### src/rtl/uart_sha256_top.sv
// UART-to-SHA-256 bridge: receives a 64-byte block over 8N1 UART, runs one
// SHA-256 compression, then sends the 32-byte digest back on the TX line.

module sha256 (
  input  logic        clk,
  input  logic        reset_n,
  input  logic [31:0] text_i,
  input  logic [2:0]  cmd_i,
  input  logic        cmd_w_i,
  output logic [31:0] text_o,
  output logic [3:0]  cmd_o
);
  localparam logic [0:63][31:0] K = {
    32'h428a2f98, 32'h71374491, 32'hb5c0fbcf, 32'he9b5dba5, 32'h3956c25b, 32'h59f111f1, 32'h923f82a4, 32'hab1c5ed5,
    32'hd807aa98, 32'h12835b01, 32'h243185be, 32'h550c7dc3, 32'h72be5d74, 32'h80deb1fe, 32'h9bdc06a7, 32'hc19bf174,
    32'he49b69c1, 32'hefbe4786, 32'h0fc19dc6, 32'h240ca1cc, 32'h2de92c6f, 32'h4a7484aa, 32'h5cb0a9dc, 32'h76f988da,
    32'h983e5152, 32'ha831c66d, 32'hb00327c8, 32'hbf597fc7, 32'hc6e00bf3, 32'hd5a79147, 32'h06ca6351, 32'h14292967,
    32'h27b70a85, 32'h2e1b2138, 32'h4d2c6dfc, 32'h53380d13, 32'h650a7354, 32'h766a0abb, 32'h81c2c92e, 32'h92722c85,
    32'ha2bfe8a1, 32'ha81a664b, 32'hc24b8b70, 32'hc76c51a3, 32'hd192e819, 32'hd6990624, 32'hf40e3585, 32'h106aa070,
    32'h19a4c116, 32'h1e376c08, 32'h2748774c, 32'h34b0bcb5, 32'h391c0cb3, 32'h4ed8aa4a, 32'h5b9cca4f, 32'h682e6ff3,
    32'h748f82ee, 32'h78a5636f, 32'h84c87814, 32'h8cc70208, 32'h90befffa, 32'ha4506ceb, 32'hbef9a3f7, 32'hc67178f2};
  localparam logic [0:7][31:0] IV = {
    32'h6a09e667, 32'hbb67ae85, 32'h3c6ef372, 32'ha54ff53a, 32'h510e527f, 32'h9b05688c, 32'h1f83d9ab, 32'h5be0cd19};

  function automatic logic [31:0] ror(input logic [31:0] x, input int n);
    return (x >> n) | (x << (32 - n));
  endfunction

  logic [31:0] w [16];
  logic [31:0] v [8];
  logic [31:0] dig [8];
  logic [6:0]  round;
  logic        busy;
  logic [3:0]  wptr;
  logic [2:0]  rptr;
  logic [31:0] new_w, t1, t2;

  assign cmd_o = {busy, 3'b000};

  // w[0] is always W_t; the window slides one word per round.
  always_comb begin
    new_w = (ror(w[14], 17) ^ ror(w[14], 19) ^ (w[14] >> 10)) + w[9]
          + (ror(w[1], 7) ^ ror(w[1], 18) ^ (w[1] >> 3)) + w[0];
    t1 = v[7] + (ror(v[4], 6) ^ ror(v[4], 11) ^ ror(v[4], 25))
       + ((v[4] & v[5]) ^ (~v[4] & v[6])) + K[round[5:0]] + w[0];
    t2 = (ror(v[0], 2) ^ ror(v[0], 13) ^ ror(v[0], 22))
       + ((v[0] & v[1]) ^ (v[0] & v[2]) ^ (v[1] & v[2]));
  end

  always_ff @(posedge clk or negedge reset_n) begin
    if (!reset_n) begin
      for (int i = 0; i < 16; i++) w[i] <= '0;
      for (int i = 0; i < 8; i++) begin
        v[i]   <= '0;
        dig[i] <= '0;
      end
      round  <= '0;
      busy   <= 1'b0;
      wptr   <= '0;
      rptr   <= '0;
      text_o <= '0;
    end else if (busy) begin
      if (round != 7'd64) begin
        v[0] <= t1 + t2;
        v[1] <= v[0];
        v[2] <= v[1];
        v[3] <= v[2];
        v[4] <= v[3] + t1;
        v[5] <= v[4];
        v[6] <= v[5];
        v[7] <= v[6];
        for (int i = 0; i < 15; i++) w[i] <= w[i + 1];
        w[15] <= new_w;
        round <= round + 7'd1;
      end else begin
        for (int i = 0; i < 8; i++) dig[i] <= v[i] + IV[i];
        busy <= 1'b0;
      end
    end else if (cmd_w_i) begin
      case (cmd_i)
        3'b001: begin
          w[wptr] <= text_i;
          wptr    <= wptr + 4'd1;
        end
        3'b010: begin
          for (int i = 0; i < 8; i++) v[i] <= IV[i];
          round <= '0;
          busy  <= 1'b1;
          wptr  <= '0;
          rptr  <= '0;
        end
        3'b100: begin
          text_o <= dig[rptr];
          rptr   <= rptr + 3'd1;
        end
        default: ;
      endcase
    end
  end
endmodule

module uart_sha256_top #(
  parameter int CLK_FREQ     = 50_000_000,
  parameter int BAUD         = 9600,
  parameter int CLKS_PER_BIT = CLK_FREQ / BAUD,
  parameter int MSG_BYTES    = 64
) (
  input  logic clk,
  input  logic reset_n,
  input  logic uart_rxd,
  output logic uart_txd
);
  localparam int CW = $clog2(CLKS_PER_BIT + 1);
  localparam logic [CW-1:0] BIT_END  = CW'(CLKS_PER_BIT - 1);
  localparam logic [CW-1:0] HALF_BIT = CW'(CLKS_PER_BIT / 2);

  typedef enum logic [1:0] {RX_IDLE, RX_START, RX_DATA, RX_STOP} rx_state_t;
  typedef enum logic [2:0] {
    S_IDLE = 3'd0, S_WRITE = 3'd1, S_START = 3'd2, S_WAIT = 3'd3, S_READ = 3'd4, S_TX = 3'd5
  } state_t;

  rx_state_t     rx_state;
  logic          rx_s1, rx_s2, rx_s3;
  logic [CW-1:0] rx_cnt, tx_cnt;
  logic [2:0]    rx_bit;
  logic [7:0]    rx_shift, rx_byte, tx_byte;
  logic          uart_rx_valid;
  logic          tx_busy, tx_done, tx_start;
  logic [9:0]    tx_shift;
  logic [3:0]    tx_bit;
  state_t        state, state_next;
  logic [7:0]    msg [64];
  logic [6:0]    rx_count;
  logic [4:0]    sha_write_cnt;
  logic [3:0]    sha_read_cnt, wk;
  logic [5:0]    tx_count;
  logic [4:0]    tx_idx;
  logic [255:0]  hash_buffer;
  logic          busy_seen, rd_pending;
  logic          sha_cmd_w, sha_busy, unused_cmd;
  logic [2:0]    sha_cmd;
  logic [31:0]   sha_text, sha_text_o;
  logic [3:0]    sha_cmd_o;

  // Core handshake: a command is taken on any cycle with cmd_w_i high while
  // the core is not busy; read data appears on text_o the following cycle.
  sha256 sha256_inst (
    .clk(clk), .reset_n(reset_n), .text_i(sha_text), .cmd_i(sha_cmd),
    .cmd_w_i(sha_cmd_w), .text_o(sha_text_o), .cmd_o(sha_cmd_o)
  );
  assign sha_busy   = sha_cmd_o[3];
  assign unused_cmd = ^sha_cmd_o[2:0];

  always_ff @(posedge clk or negedge reset_n) begin
    if (!reset_n) begin
      {rx_s1, rx_s2, rx_s3} <= 3'b111;
      rx_state      <= RX_IDLE;
      rx_cnt        <= '0;
      rx_bit        <= '0;
      rx_shift      <= '0;
      rx_byte       <= '0;
      uart_rx_valid <= 1'b0;
    end else begin
      rx_s1 <= uart_rxd;
      rx_s2 <= rx_s1;
      rx_s3 <= rx_s2;
      uart_rx_valid <= 1'b0;
      rx_cnt <= rx_cnt + 1'b1;
      case (rx_state)
        RX_IDLE: begin
          rx_cnt <= '0;
          if (rx_s3 && !rx_s2) rx_state <= RX_START;
        end
        RX_START: if (rx_cnt == HALF_BIT) begin
          rx_cnt   <= '0;
          rx_bit   <= '0;
          rx_state <= rx_s2 ? RX_IDLE : RX_DATA;
        end
        RX_DATA: if (rx_cnt == BIT_END) begin
          rx_cnt   <= '0;
          rx_shift <= {rx_s2, rx_shift[7:1]};
          rx_bit   <= rx_bit + 3'd1;
          if (rx_bit == 3'd7) rx_state <= RX_STOP;
        end
        RX_STOP: if (rx_cnt == BIT_END) begin
          rx_state <= RX_IDLE;
          if (rx_s2) begin
            uart_rx_valid <= 1'b1;
            rx_byte       <= rx_shift;
          end
        end
        default: rx_state <= RX_IDLE;
      endcase
    end
  end

  always_ff @(posedge clk or negedge reset_n) begin
    if (!reset_n) begin
      tx_busy  <= 1'b0;
      tx_done  <= 1'b0;
      tx_shift <= '1;
      tx_bit   <= '0;
      tx_cnt   <= '0;
    end else begin
      tx_done <= 1'b0;
      if (!tx_busy) begin
        if (tx_start) begin
          tx_busy  <= 1'b1;
          tx_shift <= {1'b1, tx_byte, 1'b0};
          tx_cnt   <= '0;
          tx_bit   <= '0;
        end
      end else if (tx_cnt == BIT_END) begin
        tx_cnt <= '0;
        if (tx_bit == 4'd9) begin
          tx_busy <= 1'b0;
          tx_done <= 1'b1;
        end else begin
          tx_bit   <= tx_bit + 4'd1;
          tx_shift <= {1'b1, tx_shift[9:1]};
        end
      end else begin
        tx_cnt <= tx_cnt + 1'b1;
      end
    end
  end

  assign uart_txd = tx_busy ? tx_shift[0] : 1'b1;
  assign wk       = sha_write_cnt[3:0];
  assign tx_idx   = 5'd31 - tx_count[4:0];
  assign tx_byte  = hash_buffer[{tx_idx, 3'b000} +: 8];

  always_comb begin
    state_next = state;
    sha_cmd_w  = 1'b0;
    sha_cmd    = 3'b000;
    sha_text   = '0;
    tx_start   = 1'b0;
    case (state)
      S_IDLE:  if (uart_rx_valid && rx_count == 7'(MSG_BYTES - 1)) state_next = S_WRITE;
      S_WRITE: begin
        if (sha_write_cnt == 5'd16) state_next = S_START;
        else begin
          sha_cmd_w = 1'b1;
          sha_cmd   = 3'b001;
          sha_text  = {msg[{wk, 2'd0}], msg[{wk, 2'd1}], msg[{wk, 2'd2}], msg[{wk, 2'd3}]};
        end
      end
      S_START: begin
        sha_cmd_w  = 1'b1;
        sha_cmd    = 3'b010;
        state_next = S_WAIT;
      end
      S_WAIT:  if (busy_seen && !sha_busy) state_next = S_READ;
      S_READ: begin
        if (sha_read_cnt == 4'd8) state_next = S_TX;
        else if (!rd_pending) begin
          sha_cmd_w = 1'b1;
          sha_cmd   = 3'b100;
        end
      end
      S_TX: begin
        // tx_done must clear first so tx_count has advanced before the next start.
        if (tx_count == 6'd32) state_next = S_IDLE;
        else if (!tx_busy && !tx_done) tx_start = 1'b1;
      end
      default: state_next = S_IDLE;
    endcase
  end

  always_ff @(posedge clk or negedge reset_n) begin
    if (!reset_n) begin
      state         <= S_IDLE;
      rx_count      <= '0;
      sha_write_cnt <= '0;
      sha_read_cnt  <= '0;
      tx_count      <= '0;
      hash_buffer   <= '0;
      busy_seen     <= 1'b0;
      rd_pending    <= 1'b0;
      for (int i = 0; i < 64; i++) msg[i] <= '0;
    end else begin
      state <= state_next;
      case (state)
        S_IDLE: if (uart_rx_valid) begin
          msg[rx_count[5:0]] <= rx_byte;
          rx_count <= rx_count + 7'd1;
        end
        S_WRITE: if (sha_write_cnt != 5'd16) sha_write_cnt <= sha_write_cnt + 5'd1;
        S_START: busy_seen <= 1'b0;
        S_WAIT:  if (sha_busy) busy_seen <= 1'b1;
        S_READ: begin
          if (rd_pending) begin
            hash_buffer  <= {hash_buffer[223:0], sha_text_o};
            sha_read_cnt <= sha_read_cnt + 4'd1;
            rd_pending   <= 1'b0;
          end else if (sha_read_cnt != 4'd8) begin
            rd_pending <= 1'b1;
          end
        end
        S_TX: begin
          if (tx_count == 6'd32) begin
            rx_count      <= '0;
            sha_write_cnt <= '0;
            sha_read_cnt  <= '0;
            tx_count      <= '0;
          end else if (tx_done) begin
            tx_count <= tx_count + 6'd1;
          end
        end
        default: ;
      endcase
    end
  end
endmodule

### config.mk
export PLATFORM = sky130hd
export DESIGN_NAME = uart_sha256_top
export DESIGN_NICKNAME = d
export VERILOG_FILES = /design/src/rtl/uart_sha256_top.sv
export SDC_FILE = /design/constraint.sdc
export NUM_CORES = 2
export LEC_CHECK = 0
export CAP_MARGIN = 10
export CORE_ASPECT_RATIO = 0.8
export CORE_MARGIN = 10
export CORE_UTILIZATION = 38
export DETAILED_ROUTE_END_ITERATION = 10
export PLACE_DENSITY = 0.57
export SYNTH_ARGS = -nofsm -noshare
export SYNTH_HDL_FRONTEND = slang
export SYNTH_SLANG_ARGS = --single-unit
### constraint.sdc
create_clock -name clk -period 8.8 [get_ports clk]
set_input_delay 1.76 -clock clk [delete_from_list [all_inputs] [get_ports clk]]
set_output_delay 1.76 -clock clk [all_outputs]
set_load 0.005 [all_outputs]
**After elaboration in Yosys (flattened, before gate mapping)**

Memory sizes are Yosys's and may differ from the RTL's.
Index checks and enable logic that the tools add are counted.

- $add $sub $neg: 30
- $lt $le $gt $ge: 10
- Eq/ne operators: 40
- Shift-type cells: 1
- Mux-type cells: 110
- Bitwise logic cells: 37
- Reductions and logical operators: 43

Operators by type and width:

| kind | number |
|---|---|
| $mux W512 | 4 |
| $bwmux W512 | 2 |
| $mux W256 | 4 |
| $add A32 B32 Y32 | 10 |
| $xor A32 B32 Y32 | 9 |
| $shiftx A256 B9 Y8 | 1 |
| $mux W32 | 7 |
| $bmux W8 S6 | 4 |
| $and A32 B32 Y32 | 5 |
| $demux W32 S4 | 1 |
| $add A32 B31 Y32 const B | 3 |
| $add A32 B32 Y32 const B | 3 |
| $bmux W32 S3 | 1 |
| $mux W8 | 9 |
| $mux W13 | 5 |
| $demux W8 S6 | 1 |
| $ge A7 B7 Y1 const B | 6 |
| $mux W7 | 6 |
| $not A6 Y7 | 6 |
| $mux W10 | 4 |
| $pmux W13 S3 | 1 |
| $reduce_and A3 Y1 | 11 |
| $add A32 B29 Y32 const B | 1 |
| $add A32 B30 Y32 const B | 1 |
| other kinds (65) | 166 |

- Register bits after elaboration: 1933
- ROM bits: 2048
- Input port bits: 3
- Output and inout port bits: 1
- Word-level logic and storage cells: 395
- Memories: 1

Memories:

| name | depth | bits a word | rd ports | clocked after memory_dff | wr ports | RTL line | source |
|---|---|---|---|---|---|---|---|
| (no name shown) | 64 | 32 | 1 | 0 | 0 | 45 | `+ ((v[4] & v[5]) ^ (~v[4] & v[6])) + K[round[5:0]] + w[0];` |

**Logic depth before layout (Yosys ltp)**

- Word-level depth: 10
- Mapped depth: 37

**Hierarchy**

A second synthesis with hierarchy kept.

- Cells, all modules: 9928
- Area, all modules: 107361.7 µm²

Modules (own cells, without submodules):

| module | instances | cells each | area an instance (µm²) | sequential area each (µm²) |
|---|---|---|---|---|
| sha256 | 1 | 7362 | 67646.1 | 26800.7 |
| uart_sha256_top | 1 | 2566 | 39715.6 | 21560.7 |

**Least setup slack after synthesis**

OpenSTA, ideal clock, no wires.

- Path kind: register to register
- Start point: register sha256_inst.round[1]
- End point: register sha256_inst.v[255] (netlist bit)
- Library setup time: 0.121 ns
- Arrival: 8.016 ns
- Required time: 8.679 ns
- Setup slack: 0.664 ns
- Stages on the path, launching flop included: 34
- Cell sequence: dfrtp_1 > inv_1 > ha_1 > clkbuf_1 > nor2_1 > o21ai_0 > o21ai_0 > mux4_2 > fa_1 > fa_1 > fa_1 > inv_1 > ha_1 > inv_1 > fa_1 > nor2b_1 > o21ai_0 > a211oi_1 > nor3_1 > nor2b_1 > o21a_1 > nor2_1 > xnor2_1 > fa_1 > ha_1 > o21ai_0 > nor2_1 > o41ai_1 > nand4_1 > a41oi_1 > o21ai_0 > a21oi_1 > xnor3_1 > a22o_1

- Longest elaborated chain between the ends: 9
- Elaborated cells between the ends (all ways): 12

Ends and longest elaborated chain:

| item | RTL line | source |
|---|---|---|
| from (decl) | 32 | `logic [6:0] round;` |
| from (signal assigned) | 74 | `round <= round + 7'd1;` |
| $not A6 Y7 (implied by the code) | 45 |  |
| $mem_v2 Z64 W32 | -- |  |
| $mux W32 (implied by the code) (2 in series) | 45 |  |
| $add A32 B32 Y32 (2 in series) | 45 |  |
| $add A32 B32 Y32 | 64 | `v[0] <= t1 + t2;` |
| $mux W256 | 63 | `if (round != 7'd64) begin` |
| $mux W256 | 62 | `end else if (busy) begin` |
| to (decl) | 30 | `logic [31:0] v [8];` |

Parallel ways exist; a longest one is shown, timed or not. The select of a mux whose other input is x is not followed.
A chain may end at the register's enable or synchronous reset.

**Final worst setup path**

Ends and elaborated chain as after synthesis.

==> flow_summary.json <==
{
  "setup_viol": 0,
  "ys_seq_elements": 1932,
  "antenna_left": 0,
  "synth_top_family_by_area": "compound AO/OA/AOI/OAI gates",
  "routabilityCongestion": 0.945,
  "regArea_sq_mm": 0.0484,
  "multiInputGateArea_sq_mm": 0.0523,
  "avgSynthCellArea_sq_um": 10.1,
  "cp_slowest_cell": "fa_1",
  "wl_met2_mm": 139,
  "synth-async-reset-ratio": 1.00,
  "cts-buffers-inserted": 208,
  "die_y_um": 489,
  "slew_violations": 0,
  "wl_mm": 328,
  "skew_ns": 0.0880,
  "ys_seq_area_frac": 0.462,
  "cp-end-kind": "flip-flop",
  "die_area_sq_mm": 0.297,
  "ys_top_cells_by_area": "dfrtp_1, mux4_2, nand2_1",
  "synth_compound_area_frac": 0.134,
  "max_freq_ghz": 0.120,
  "drc": 0,
  "critPathKind": "reg2reg",
  "cts-root-buf": "clkbuf_16",
  "synth.cell_area_sq_mm": 0.105,
  "drt-met1-wl_mm": 157,
  "worst_slew_pin_slew_ns": 1.32,
  "critPathArrivalTime_ns": 9.07,
  "preCtsSetupSlack_ns": 0.0178,
  "ys.flop_type": "dfrtp_1",
  "die_x_um": 607,
  "yosys_warnings": 0,
  "antenna_found_initial": 12,
  "drt_iter0_drc": 8477,
  "final_hold_viol_count": 0,
  "syn-num-nets": 10700,
  "critPathMaxStageDelay_ns": 0.57,
  "max_cap_violations": 0,
  "drive_gt1_frac": 0.154,
  "portBuffers": 3,
  "clock_latency_ns": 0.90,
  "startpoint_type": "flip-flop",
  "top_layer_used": "met5",
  "wl_met3_mm": 23.0,
  "period_minus_slack_ns": 8.35,
  "core_area_sq_mm": 0.274,
  "first_pass_iters": 6,
  "cts_max_path_buffers": 4,
  "period_share": 0.949,
  "grt_max_degree": 258,
  "area_delta_synth_final_pct": 10.0,
  "status": "completed",
  "grt-ovfl-total": 0,
  "clock_sinks": 1932,
  "viasPerCell": 5.69,
  "synth_fa_ha_area_frac": 0.0584,
  "synthDominantCellAreaShare": 0.459,
  "yosys.area_share.simple": 0.122,
  "synth_edf_count": 0,
  "required_ns": 9.53,
  "total_power_mw": 18.0,
  "irDropWorstVdd_mv": 0.149,
  "detailed_place_hpwl_mm": 226,
  "yosys.area.top_type": "dfrtp_1",
  "relSlewSlack": 0.123,
  "grt_pass1_wl_mm": 500,
  "synth_xor_area_frac": 0.0486,
  "nets": 10300,
  "h-tree-depth": 4,
  "grt_usage": 0.216,
  "rsz0062_at_grt": "false",
  "finalWorstSetupSlack_ns": 0.452,
  "worst-path-max-fanout": 19,
  "place_inst": 13400,
  "rows": 172,
  "fin_cells": 13800,
  "post-synth-top-count-cell": "dfrtp_1",
  "initial_utilization": 0.381,
  "synthCells": 10300,
  "cts_tree": "done",
  "ios": 4,
  "clkSlewWorstSetupHoldPaths_ns": 0.06,
  "yosysUniqueCellTypes": 101,
  "muxShareOfSynthArea": 0.133,
  "grt_pass1_vias": 76600,
  "leakagePower_nw": 53.0,
  "holdBufCountCts": 0,
  "wl_per_cell_um": 23.9,
  "n_fill_cell": 26200,
  "synth_common_cells": "dfrtp_1, nand2_1, nor2_1",
  "vias": 78300,
  "hold_path.class": "reg2reg",
  "power_density_mw_per_mm2": 157
}
==> path summary, 6_finish.rpt <==
| check | start | to | slack, ns | cells after the start |
|---|---|---|---|---|
| worst max-delay path | sha256_inst.round[1] | sha256_inst.v[255] | 0.45 | 34 |
| worst min-delay path | rx_s1 | rx_s2 | 0.36 | 0 |
| worst max register to register | sha256_inst.round[1] | sha256_inst.v[255] | 0.45 | 34 |
| worst min register to register | rx_s1 | rx_s2 | 0.36 | 0 |
| max in group asynchronous | reset_n | sha256_inst.w[467] | 5.94 | 3 |
| min in group asynchronous | reset_n | hash_buffer[214] | 0.82 | 1 |
==> power by group <==
group          switching, mW  internal (mW)  total, mW  leakage [nW]
combinational          0.194         0.0289      0.223          22.8
sequential            0.0156           8.90       8.91          26.9
clock                   3.78           5.12       8.90          3.37
==> cell usage in the layout, fill, tap and decap left out, drive strengths merged, types with 180 or more instances in the layout <==
| master | instances |
|---|---|
| nand2 | 1708 |
| xnor2 | 388 |
| inv | 273 |
| fa | 187 |
| a22oi | 492 |
| nand3 | 180 |
| xor2 | 190 |
| a21oi | 716 |
| mux2 | 542 |
| dfrtp | 1920 |
| nor2 | 861 |
| o21ai | 606 |
| clkbuf | 299 |
| mux4 | 312 |
| buf | 230 |
==> metrics by stage <==
stage          utilization  hold WS [ns]  TNS (ns)  cell area (sq um)
6_report             0.420         0.363         0             115000
5_1_grt              0.420         0.365         0             115000
4_1_cts              0.419         0.362         0             115000
3_5_place_dp         0.394         0.353         0             108000
3_3_place_gp         0.394         0.353   -0.0933             108000
2_1_floorplan            -         0.345         0             105000
==> sequential cells by signal (all words and copies together) (netlist names), 4 cells and up, named ones only <==
name and count:
rx_cnt 13, sha256_inst.round 7, tx_count 6, rx_count 7, sha256_inst.dig 256, sha_read_cnt 4, sha256_inst.wptr 4, rx_shift 8
rx_byte 8, msg 512, tx_bit 4, sha_write_cnt 5, sha256_inst.v 256, tx_shift 9, sha256_inst.w 512, sha256_inst.text_o 32
hash_buffer 256, tx_cnt 13
==> final cells by class <==
class | count | area share
sequential | 1932 | 0.420
clock buffer | 299 | 0.0529
inverter | 269 | 0.00877
antenna | 3 | 0.0000652
tap | 3654 | 0.0397
clock inverter | 72 | 0.00621
timing repair buffer | 232 | 0.0175
multi-input combinational | 7289 | 0.454
==> kinds of logic after synthesis <==
family / count (synthesis)
XOR/XNOR: 579
flip-flops: 1932
buffers and inverters: 1116
AND/OR/NAND/NOR: 3112
AO/OA/AOI/OAI: 2289
adder cells (fa/ha/maj): 381
multiplexers: 928
==> worst max-delay path: cells and delay by family, from the launching register on <==
family                   cells  cell delay, ns
AO/OA/AOI/OAI               14            2.74
adder cells (fa/ha/maj)      7            2.73
buffers and inverters        5            0.70
AND/OR/NAND/NOR              5            0.70
multiplexers                 1            0.50
XOR/XNOR                     2            0.42
flip-flops                   1            0.40
==> repair_timing <==
action | CTS | global route
gates resized for setup | 1 | 32
setup endpoints to repair | 2 | 15
setup buffers | 0 | 1
pin swaps | 0 | 1
==> layer usage <==
layer,global-route usage,up-vias
li1,-,35100
met5,0,-
met3,0.0361,457
met2,0.314,2590
met1,0.333,40100
met4,0.0550,10
Note: power is estimated with default switching activity, not from simulation.
